[config.mk]
export PLATFORM = sky130hd
export DESIGN_NAME = cordic_hyp_ctrl_flat
export DESIGN_NICKNAME = d
export VERILOG_FILES = /design/src/rtl/cordic_pkg.sv /design/src/rtl/cordic_hyp_ctrl_if.sv /design/src/rtl/cordic_sigma_sel.sv /design/src/rtl/cordic_hyp_ctrl.sv /design/src/flat_wrapper.sv
export SDC_FILE = /design/constraint.sdc
export NUM_CORES = 1
export LEC_CHECK = 0
export BUFFER_PORTS_ARGS = -buffer_cell sky130_fd_sc_hd__buf_2
export CELL_PAD_IN_SITES_DETAIL_PLACEMENT = 1
export CELL_PAD_IN_SITES_GLOBAL_PLACEMENT = 1
export CORE_AREA = 2 2 58 60
export CTS_CLUSTER_SIZE = 24
export DETAILED_ROUTE_END_ITERATION = 16
export DIE_AREA = 0 0 60 62
export GPL_TIMING_DRIVEN = 0
export PLACE_DENSITY = 0.91
export SLEW_MARGIN = 30
export SYNTH_ARGS = -nofsm -noshare
export SYNTH_HDL_FRONTEND = slang
export SYNTH_SLANG_ARGS = --single-unit
[constraint.sdc]
create_clock -name clk -period 2.45 [get_ports clk]
set_input_delay 0.245 -clock clk [delete_from_list [all_inputs] [get_ports clk]]
set_output_delay 0.245 -clock clk [all_outputs]
set_load 0.02 [all_outputs]
[src/rtl/cordic_pkg.sv]
// cordic_pkg
//   Shared definitions for the hyperbolic-vectoring CORDIC sequencer.
//   - FP_POS_ONE / FP_NEG_ONE : IEEE-754 single-precision +1.0 / -1.0
//   - state_t                 : controller FSM states
//   - is_repeat(i)            : true for the shift indices that hyperbolic
//                               CORDIC must issue twice to converge (4, 13)
package cordic_pkg;

  localparam logic [31:0] FP_POS_ONE = 32'h3f800000;
  localparam logic [31:0] FP_NEG_ONE = 32'hbf800000;

  typedef enum logic [1:0] {
    IDLE  = 2'd0,
    LOAD  = 2'd1,
    ISSUE = 2'd2,
    DONE  = 2'd3
  } state_t;

  // Members of the 3k+1 sequence (4, 13, 40, ...) below any practical N_ITER.
  function automatic logic is_repeat(input logic [31:0] i);
    return (i == 32'd4) || (i == 32'd13);
  endfunction

endpackage

[src/rtl/cordic_hyp_ctrl_if.sv]
// cordic_hyp_ctrl_if
//   Bundles the controller's command-side and datapath-side signals.
//   master : the sequencer (drives busy/ld/step command/done)
//   slave  : the environment (drives start, y_sign, step_ready)
//
//   Handshake: a step command (shift_idx, lut_addr, sigma) is offered while
//   step_valid=1 and is transferred on a rising edge where step_valid=1 and
//   step_ready=1. While step_valid=1 and step_ready=0 the command is held
//   unchanged. step_valid never drops without a transfer except on rst.
//   step_ready is ignored while step_valid=0.
interface cordic_hyp_ctrl_if #(
  parameter int IDX_W = 5
);
  logic             start;
  logic             y_sign;
  logic             busy;
  logic             ld;
  logic             step_valid;
  logic             step_ready;
  logic [IDX_W-1:0] shift_idx;
  logic [IDX_W-1:0] lut_addr;
  logic [31:0]      sigma;
  logic             done;

  modport master (
    input  start, y_sign, step_ready,
    output busy, ld, step_valid, shift_idx, lut_addr, sigma, done
  );

  modport slave (
    output start, y_sign, step_ready,
    input  busy, ld, step_valid, shift_idx, lut_addr, sigma, done
  );
endinterface

[src/rtl/cordic_sigma_sel.sv]
// cordic_sigma_sel
//   Combinational rotation-direction selector for hyperbolic vectoring:
//   y negative (sign bit 1) -> +1.0, y non-negative -> -1.0.
//   Ports: y_sign (in, 1), sigma (out, 32, IEEE-754 single).
module cordic_sigma_sel
  import cordic_pkg::*;
(
  input  logic        y_sign,
  output logic [31:0] sigma
);

  assign sigma = y_sign ? FP_POS_ONE : FP_NEG_ONE;

endmodule

[src/rtl/cordic_hyp_ctrl.sv]
// cordic_hyp_ctrl
//   Step sequencer for the hyperbolic-vectoring (atanh) CORDIC datapath.
//   On start it pulses ld, then issues one handshaked command per iteration
//   i = 1..N_ITER carrying the shift index, the atanh(2^-i) LUT address and
//   the direction sigma, then pulses done.
//
//   Ports:
//     clk, rst   : clock, synchronous active-high reset
//     bus        : cordic_hyp_ctrl_if.master (start/y_sign in, busy/ld/
//                  step_valid/shift_idx/lut_addr/sigma/done out,
//                  step_ready in)
//     dbg_state  : current FSM state, for observation only
//
//   Configuration macro CORDIC_REPEAT_EN:
//     defined   -> indices 4 and 13 are issued twice (N_ITER+2 steps for 16)
//     undefined -> strict 1..N_ITER sequence, no repeat bookkeeping
module cordic_hyp_ctrl
  import cordic_pkg::*;
#(
  parameter int N_ITER = 16,
  parameter int IDX_W  = 5
) (
  input  logic               clk,
  input  logic               rst,
  cordic_hyp_ctrl_if.master  bus,
  output state_t             dbg_state
);

  localparam logic [IDX_W-1:0] LAST_IDX = IDX_W'(N_ITER);
  localparam logic [IDX_W-1:0] ONE_IDX  = IDX_W'(1);

  state_t           state;
  logic             busy_r;
  logic             ld_r;
  logic             valid_r;
  logic             done_r;
  logic [IDX_W-1:0] idx;
  logic [31:0]      sigma_r;
  logic [31:0]      sigma_new;
  logic             hold_idx;   // accepted step must be re-issued at same index

  // sigma for the next step is captured on the edge that starts that step;
  // the datapath has already settled y by the time it releases step_ready.
  cordic_sigma_sel u_sigma_sel (
    .y_sign (bus.y_sign),
    .sigma  (sigma_new)
  );

`ifdef CORDIC_REPEAT_EN
  logic rep_pending;            // first pass of a repeat index already done
  assign hold_idx = is_repeat(32'(idx)) && !rep_pending;
`else
  assign hold_idx = 1'b0;
`endif

  always_ff @(posedge clk) begin
    if (rst) begin
      state       <= IDLE;
      busy_r      <= 1'b0;
      ld_r        <= 1'b0;
      valid_r     <= 1'b0;
      done_r      <= 1'b0;
      idx         <= '0;
      sigma_r     <= FP_POS_ONE;
`ifdef CORDIC_REPEAT_EN
      rep_pending <= 1'b0;
`endif
    end else begin
      ld_r   <= 1'b0;
      done_r <= 1'b0;
      case (state)
        IDLE: begin
          if (bus.start) begin
            state  <= LOAD;
            busy_r <= 1'b1;
            ld_r   <= 1'b1;
          end
        end
        LOAD: begin
          state   <= ISSUE;
          valid_r <= 1'b1;
          idx     <= ONE_IDX;
          sigma_r <= sigma_new;
`ifdef CORDIC_REPEAT_EN
          rep_pending <= 1'b0;
`endif
        end
        ISSUE: begin
          if (bus.step_ready) begin
            if (hold_idx) begin
`ifdef CORDIC_REPEAT_EN
              rep_pending <= 1'b1;
`endif
              sigma_r <= sigma_new;
            end else if (idx == LAST_IDX) begin
              // idx stays at LAST_IDX: no wrap past the final iteration
              state   <= DONE;
              valid_r <= 1'b0;
              done_r  <= 1'b1;
            end else begin
              idx     <= idx + ONE_IDX;
              sigma_r <= sigma_new;
`ifdef CORDIC_REPEAT_EN
              rep_pending <= 1'b0;
`endif
            end
          end
        end
        DONE: begin
          state  <= IDLE;
          busy_r <= 1'b0;
        end
        default: state <= IDLE;
      endcase
    end
  end

  assign bus.busy       = busy_r;
  assign bus.ld         = ld_r;
  assign bus.step_valid = valid_r;
  assign bus.shift_idx  = idx;
  assign bus.lut_addr   = idx;
  assign bus.sigma      = sigma_r;
  assign bus.done       = done_r;
  assign dbg_state      = state;

endmodule

[src/flat_wrapper.sv]
// flat-port wrapper written by rule: the top's interface ports become plain ports
module cordic_hyp_ctrl_flat import cordic_pkg::*;
#(
  parameter int N_ITER = 16,
  parameter int IDX_W  = 5
)
  (clk, rst, dbg_state, bus_start, bus_y_sign, bus_step_ready, bus_busy, bus_ld, bus_step_valid, bus_shift_idx, bus_lut_addr, bus_sigma, bus_done);
  cordic_hyp_ctrl_if #(.IDX_W(IDX_W)) bus_i ();
  input  logic clk;
  input  logic rst;
  output state_t dbg_state;
  input wire logic [$bits(bus_i.start)-1:0] bus_start;
  input wire logic [$bits(bus_i.y_sign)-1:0] bus_y_sign;
  input wire logic [$bits(bus_i.step_ready)-1:0] bus_step_ready;
  output wire logic [$bits(bus_i.busy)-1:0] bus_busy;
  output wire logic [$bits(bus_i.ld)-1:0] bus_ld;
  output wire logic [$bits(bus_i.step_valid)-1:0] bus_step_valid;
  output wire logic [$bits(bus_i.shift_idx)-1:0] bus_shift_idx;
  output wire logic [$bits(bus_i.lut_addr)-1:0] bus_lut_addr;
  output wire logic [$bits(bus_i.sigma)-1:0] bus_sigma;
  output wire logic [$bits(bus_i.done)-1:0] bus_done;
  assign bus_i.start = bus_start;
  assign bus_i.y_sign = bus_y_sign;
  assign bus_i.step_ready = bus_step_ready;
  assign bus_busy = bus_i.busy;
  assign bus_ld = bus_i.ld;
  assign bus_step_valid = bus_i.step_valid;
  assign bus_shift_idx = bus_i.shift_idx;
  assign bus_lut_addr = bus_i.lut_addr;
  assign bus_sigma = bus_i.sigma;
  assign bus_done = bus_i.done;
  cordic_hyp_ctrl #(.N_ITER(N_ITER), .IDX_W(IDX_W)) u_core (.clk(clk), .rst(rst), .bus(bus_i), .dbg_state(dbg_state));
endmodule
==> flow_summary.ini, run 1 <==
[run_status]
status = complete, no violations

[synth]
synth_adder_area_share_pct = 7.77
syn_avg_cell_area_um2 = 8.62
yosysTopAreaCell = buf_4
synth_edf_count = 0
synth_xor_area_share_pct = 0.907
syn_inst = 112
synth_top_family_by_area = buffers and inverters
synth_mux_area_share_pct = 2.07
ys_warn_count = 0
synth_area_leaders = buf_4 28%, dfxtp_1 25%, ha_1 7.8%, nand4bb_4 2.8%, inv_1 2.7%
yosysUniqueCellTypes = 35
synth_compound_area_share_pct = 13.3
synthSimpleGateAreaFrac_pct = 17.7
yosysSeqAreaShare_pct = 24.9
synth_flop_cell = dfxtp_1
async_reset_ff_share_pct = 0
synth_top_area_share_pct = 28.0
synth_area_um2 = 966
synth_seq_cells = 12

[timing]
slew_viol_final = 0
finalSetupTns_ps = 0
fmaxAchievable_mhz = 608
rsz0062_at_grt = no
post-route-period-util_pct = 67.1
setup_viol = 0
finalHoldViolCount = 0
timing.final.ws_setup_ps = 806
worst_hold_slack_ps = 246
finClkSkew_ps = 2.79
finalCriticalPeriod_ps = 1640

[placement]
dp_slack_ps = 835
portBuffers = 19
post-dp-hpwl_um = 1840
gp_congestion = 0.837

[power_and_ir_drop]
ir_drop_uv = 172
p_per_area_nw_per_um2 = 789
p_leak_nw = 0.657

[route]
post_drt_wl_per_cell_um = 11.0
via_per_inst = 4.18
ant_nets = 0
firstDrtPassIters = 4
wl_um = 2320
drtIter0Drc = 63
drc = 0
vias = 877

[finish]
num_antenna_cells = 0
drive_above_1_share_pct = 39.6
syn_to_final_growth_pct = 30.8
nNetsFinal = 176

[die]
coreArea_um2 = 3180
dieWidth_um = 60
io-pin-count = 53
die_h_um = 62
die_area_um2 = 3720
start_util_pct = 30.4
rows = 21

[min_path]
hold_path_end = u_core.bus.ld$_SDFF_PP0_
worstHoldPathType = primary input to flop
min_from = bus_start
hold_path_depth = 2

[critical_path]
path_max_fanout = 7
worstReg2RegEnd = u_core.bus.lut_addr[2]$_SDFFE_PP0P_
cp.arrival_ps = 1860
critical_path.cell_chain = inv_1 -> ha_1 -> nor4bb_4 -> or4_1 -> a21oi_1
worst_path_largest_cell_delay_ps = 450
endpoint_kind = flop
slowest_stage = dfxtp_1
crit_type = flop to flop
startpoint_type = flop
required_ps = 2670
reg2reg_slack_ps = 810
r2r_start = u_core.bus.lut_addr[0]$_SDFFE_PP0P_
reg2reg_depth = 5

[clocking]
post_cts_buffers = 0
cts-htree-levels = 1
clk_pin_slew_ps = 90
cts_made_buffers = 3
clock_path_buffers = 2
cts_tree = built
cts_resized = 0
clkSinkCount = 12
cts-root-buf = clkbuf_4
clock_latency_ps = 280
postCtsHoldBufs = 0

[job]
max-cap-violations = 0

[global_routing]
gr-total-overflow = 0
grt_usage_pct = 13.1
grt_pass1_wl_um = 3590
antenna_found_initial = 0
grt_max_degree = 11
grt_pass1_vias = 796
report_power, final:
part	internal, W	switching [W]	total [W]
Sequential	0.000243	0.0000472	0.000290
Combinational	0.000219	0.000321	0.000540
Clock	0.0000905	0.0000776	0.000168
Total	0.000552	0.000445	0.000998
cell type report:
class	instances	area (um^2)
Fill cell	410	1920
Multi-Input combinational cell	82	520
Buffer	39	284
Sequential cell	12	240
Timing Repair Buffer	19	95.1
Tap cell	46	57.6
Clock buffer	4	36.3
Inverter	8	30.0
synth_stat cells (2+ instances only):
library cell / instances
nor2_1: 3
dfxtp_1: 12
nand2_1: 4
buf_4: 36
o21ai_0: 3
o221a_1: 2
buf_2: 2
nor2b_1: 3
ha_1: 6
conb_1: 2
a311oi_1: 2
nand4_1: 3
nand3_1: 2
inv_1: 7
mux2i_1: 2
a21oi_1: 4
stage by stage:
step                utilization (%)  power [W]  instances  cell area, um^2
global route                   39.7    0.00108        210             1260
detailed placement             38.6   0.000835        206             1230
finish                         39.7   0.000998        210             1260
global placement               38.6   0.000803        206             1230
floorplan                         -   0.000697        141             1070
CTS                            39.7    0.00100        210             1260
routing by layer:
layer  vias to the layer above  part of all wire, %  global-route usage, %
met2                        44                   54                   23.6
met1                       410                   36                   14.4
met5                         -                    0                      0
met3                         7                  7.3                   2.48
met4                         0                  2.5                   7.30
li1                        416                    -                      -
worst max-delay path: cells and delay by family (launching register included):
| family | cells | cell delay, ps |
|---|---|---|
| flip-flops | 1 | 450 |
| buffers and inverters | 1 | 70 |
| AND/OR/NAND/NOR | 2 | 650 |
| AO/OA/AOI/OAI | 1 | 150 |
| adder cells (fa/ha/maj) | 1 | 250 |
state kept, by name (all words and copies together) (netlist names):
| name | flops |
|---|---|
| u_core.bus.busy | 1 |
| u_core.bus.done | 1 |
| u_core.bus.ld | 1 |
| u_core.bus.lut_addr | 5 |
| u_core.bus.sigma | 1 |
| u_core.dbg_state | 2 |
| u_core.bus.step_valid | 1 |
placed cells by master (no fill, tap or decap), types with 2 or more instances in the layout:
cell | netlist | routed
buf_4 | 36 | 36
conb_1 | 2 | 31
buf_2 | 2 | 21
dfxtp_1 | 12 | 12
inv_1 | 7 | 7
ha_1 | 6 | 6
nand2_1 | 4 | 4
a21oi_1 | 4 | 4
nor2_1 | 3 | 3
o21ai_0 | 3 | 3
nand4_1 | 3 | 3
nor2b_1 | 3 | 3
clkbuf_4 | 0 | 3
nand3_1 | 2 | 2
mux2i_1 | 2 | 2
a311oi_1 | 2 | 2
o221a_1 | 2 | 2
cells by family (layout without fill, tap and decap cells):
| family | after synthesis | in the layout |
|---|---|---|
| flip-flops | 12 | 12 |
| buffers and inverters | 47 | 70 |
| adder cells (fa/ha/maj) | 6 | 6 |
| XOR/XNOR | 1 | 1 |
| other | 2 | 31 |
| AND/OR/NAND/NOR | 24 | 24 |
| multiplexers | 2 | 2 |
| AO/OA/AOI/OAI | 18 | 18 |
worst max path at each step:
stage	slack [ps]	from	to	cells past startpoint
6_report	810	u_core.bus.lut_addr[0]$_SDFFE_PP0P_	u_core.bus.lut_addr[2]$_SDFFE_PP0P_	5
5_1_grt	670	u_core.dbg_state[0]$_SDFFE_PP0P_	u_core.bus.sigma[31]$_SDFFE_PP0P_	6
4_1_cts	810	u_core.bus.lut_addr[0]$_SDFFE_PP0P_	u_core.bus.lut_addr[2]$_SDFFE_PP0P_	5
3_5_place_dp	830	u_core.dbg_state[0]$_SDFFE_PP0P_	u_core.bus.sigma[31]$_SDFFE_PP0P_	6
3_3_place_gp	920	u_core.bus.lut_addr[0]$_SDFFE_PP0P_	u_core.bus.lut_addr[2]$_SDFFE_PP0P_	5
2_1_floorplan	860	u_core.bus.lut_addr[0]$_SDFFE_PP0P_	u_core.bus.lut_addr[2]$_SDFFE_PP0P_	5
Power figures use the tool's default switching activity.
==> run 2, diff against run 1 <==
--- a/config.mk
+++ b/config.mk
@@ -5,15 +5,16 @@
 export SDC_FILE = /design/constraint.sdc
 export NUM_CORES = 1
 export LEC_CHECK = 0
+export ABC_AREA = 1
 export BUFFER_PORTS_ARGS = -buffer_cell sky130_fd_sc_hd__buf_2
 export CELL_PAD_IN_SITES_DETAIL_PLACEMENT = 1
 export CELL_PAD_IN_SITES_GLOBAL_PLACEMENT = 1
-export CORE_AREA = 2 2 58 60
+export CORE_AREA = 2 2 60 62
 export CTS_CLUSTER_SIZE = 24
 export DETAILED_ROUTE_END_ITERATION = 16
-export DIE_AREA = 0 0 60 62
+export DIE_AREA = 0 0 62 64
 export GPL_TIMING_DRIVEN = 0
-export PLACE_DENSITY = 0.91
+export PLACE_DENSITY = 0.87
 export SLEW_MARGIN = 30
 export SYNTH_ARGS = -nofsm -noshare
 export SYNTH_HDL_FRONTEND = slang
==> constraint.sdc (replaced) <==
create_clock -name clk -period 1.7 [get_ports clk]
set_input_delay 0.17 -clock clk [delete_from_list [all_inputs] [get_ports clk]]
set_output_delay 0.17 -clock clk [all_outputs]
set_load 0.02 [all_outputs]
==> run 2 against run 1 <==
  * Design area is 2.7% lower
  * Routed wire length down 14%
  * Clock skew decreased by 0.89 ps
  * Total power increased by 81%
  * Register-to-register slack got worse by 620 ps
  * Critical path depth is 2 higher
  * Utilization is 2.3 points lower
  * Via count down 1.8%
==> flow_summary.ini, run 2 <==
[critical_path]
worstReg2RegEnd = u_core.bus.lut_addr[4]$_SDFFE_PP0P_
reg2reg_depth = 7
r2r_start = u_core.dbg_state[0]$_SDFFE_PP0P_
reg2reg_slack_ps = 190
crit_end = u_core.bus.lut_addr[4]$_SDFFE_PP0P_
path_max_fanout = 8
crit_type = flop to flop
endpoint_kind = flop
cp-startpoint = u_core.dbg_state[0]$_SDFFE_PP0P_
cp.arrival_ps = 1670
required_ps = 1860
startpoint_type = flop

[placement]
dpl-instance-area_um2 = 1190
place_inst = 222
gp_congestion = 0.734
post-dp-hpwl_um = 1590
dp_slack_ps = 186
portBuffers = 21

[route]
vias = 861
ant_nets = 0
firstDrtPassIters = 4
via_per_inst = 3.81
drtIter0Drc = 12
drc = 0
post_drt_wl_per_cell_um = 8.82
wl_um = 1990

[clocking]
clock_path_buffers = 2
cts_made_buffers = 3
cts-htree-levels = 1
post_cts_buffers = 0
clkSinkCount = 12
clk_pin_slew_ps = 80
postCtsHoldBufs = 0
cts-root-buf = clkbuf_4
cts_resized = 0
cts_tree = built
clock_latency_ps = 260

[synth]
synth_area_um2 = 922
syn_inst = 126
synth_flop_cell = dfxtp_1
yosysUniqueCellTypes = 18
synth.most_common_cell = buf_4
syn_avg_cell_area_um2 = 7.32
synth_seq_cells = 12
yosysTopAreaCell = buf_4
synth_area_leaders = buf_4 29%, dfxtp_1 26%, nand2_1 8.5%, ha_1 8.1%, a21oi_1 6.0%
synth_common_cells = 36 x buf_4, 21 x nand2_1, 14 x inv_1
yosysSeqAreaShare_pct = 26.1
async_reset_ff_share_pct = 0
ys_warn_count = 0
synth_top_area_share_pct = 29.3
synth_edf_count = 0

[finish]
final_cell_mix = 36 x buf_4, 31 x conb_1, 21 x nand2_1, 21 x buf_2, 14 x inv_1
num_antenna_cells = 0
stdcell_area_um2 = 1230
syn_to_final_growth_pct = 33.4
drive_above_1_share_pct = 36.7
nNetsFinal = 192
largest_reg_flops = 5
final_common_cell = buf_4
fin_util_pct = 37.4
n_fill_cell = 439
fin_cells = 226

[timing]
finalSetupTns_ps = 0
post-route-period-util_pct = 88.8
finalHoldViolCount = 0
slew_viol_final = 0
timing.final.ws_setup_ps = 190
finClkSkew_ps = 1.90
finalCriticalPeriod_ps = 1510
fmaxAchievable_mhz = 662
setup_viol = 0
rsz0062_at_grt = no

[global_routing]
grt_pass1_wl_um = 3220
antenna_found_initial = 0
busiest_layer = met2
use_met1_pct = 11.2
grt_usage_pct = 10.3
met2_usage_pct = 18.9
gr-usage-met3_pct = 1.82
gr-total-overflow = 0
grt_pass1_vias = 760
grt_max_degree = 10

[die]
die_h_um = 64
io-pin-count = 53
dieWidth_um = 62
start_util_pct = 28.1
coreArea_um2 = 3280
rows = 21
die_area_um2 = 3970

[power_and_ir_drop]
seq_power_share_pct = 27.5
p_leak_nw = 0.708
combPwrFrac_pct = 60.0
p_clk_share_pct = 12.5
switching_share_pct = 48.5
ir_drop_uv = 319
p_per_area_nw_per_um2 = 1470
p_switching_w = 0.000877
internal-power_w = 0.000932

[job]
max-cap-violations = 0

[run_status]
status = complete, no violations

[min_path]
worstHoldPathType = primary input to flop
## run 2: cell type report
cell class | instances | area, um^2 | share of cell area [%]
well taps | 46 | 57.6 | 4.68
inverters | 15 | 56.3 | 4.58
flip-flops and latches | 12 | 240 | 19.5
repair buffers | 21 | 105 | 8.55
multi-input cells | 92 | 464 | 37.7
plain buffers | 36 | 270 | 22.0
clock buffers | 4 | 36.3 | 2.95
## run 2: cell families (layout without fill, tap and decap cells)
group | Yosys count | count (layout) | share of synthesized area, %
buffers and inverters | 51 | 76 | 35.4
AOI/OAI and AO/OA | 15 | 15 | 8.41
adders and majority gates | 6 | 6 | 8.14
other | 2 | 31 | 0.814
and+or+nand+nor | 40 | 40 | 21.2
DFF | 12 | 12 | 26.1
## run 2: worst min path at each step
stage | from | end | slack (ps) | cells past startpoint
after floorplan | rst | u_core.bus.sigma[31]$_SDFFE_PP0P_ | 240 | 1
after global placement | bus_start | u_core.bus.ld$_SDFF_PP0_ | 420 | 3
after detailed placement | bus_start | u_core.bus.ld$_SDFF_PP0_ | 430 | 3
after CTS | bus_start | u_core.bus.ld$_SDFF_PP0_ | 140 | 3
after global routing | rst | u_core.bus.ld$_SDFF_PP0_ | 140 | 2
final | bus_start | u_core.bus.ld$_SDFF_PP0_ | 150 | 3
## run 2: critical path, stage by stage, from the launching register on
cell	delay [ps]
dfxtp_1	390
inv_1	90
ha_1	310
or2_4	320
nand3_4	140
nand2_1	60
nand2_1	50
nor2_1	40
## run 2: stage by stage
stage,power (W),hold slack [ps]
6_report,0.00181,147
5_1_grt,0.00198,142
4_1_cts,0.00183,142
3_5_place_dp,0.00159,431
3_3_place_gp,0.00156,423
2_1_floorplan,0.00132,239
## run 2: power groups by stage
stage | clock (W) | sequential (W) | combinational (W)
final | 0.000225 | 0.000498 | 0.00109
after CTS | 0.000235 | 0.000501 | 0.00110
after detailed placement | 0 | 0.000505 | 0.00109
after floorplan | 0 | 0.000604 | 0.000715
after global routing | 0.000250 | 0.000521 | 0.00121
after global placement | 0 | 0.000501 | 0.00106
## run 2: routing by layer
metal | wire, um | part of all wire, % | vias up
met5 | 0 | 0 | -
met4 | 27 | 1.4 | 0
met3 | 102 | 5.1 | 2
met2 | 1080 | 54 | 25
met1 | 780 | 39 | 396
li1 | - | - | 438
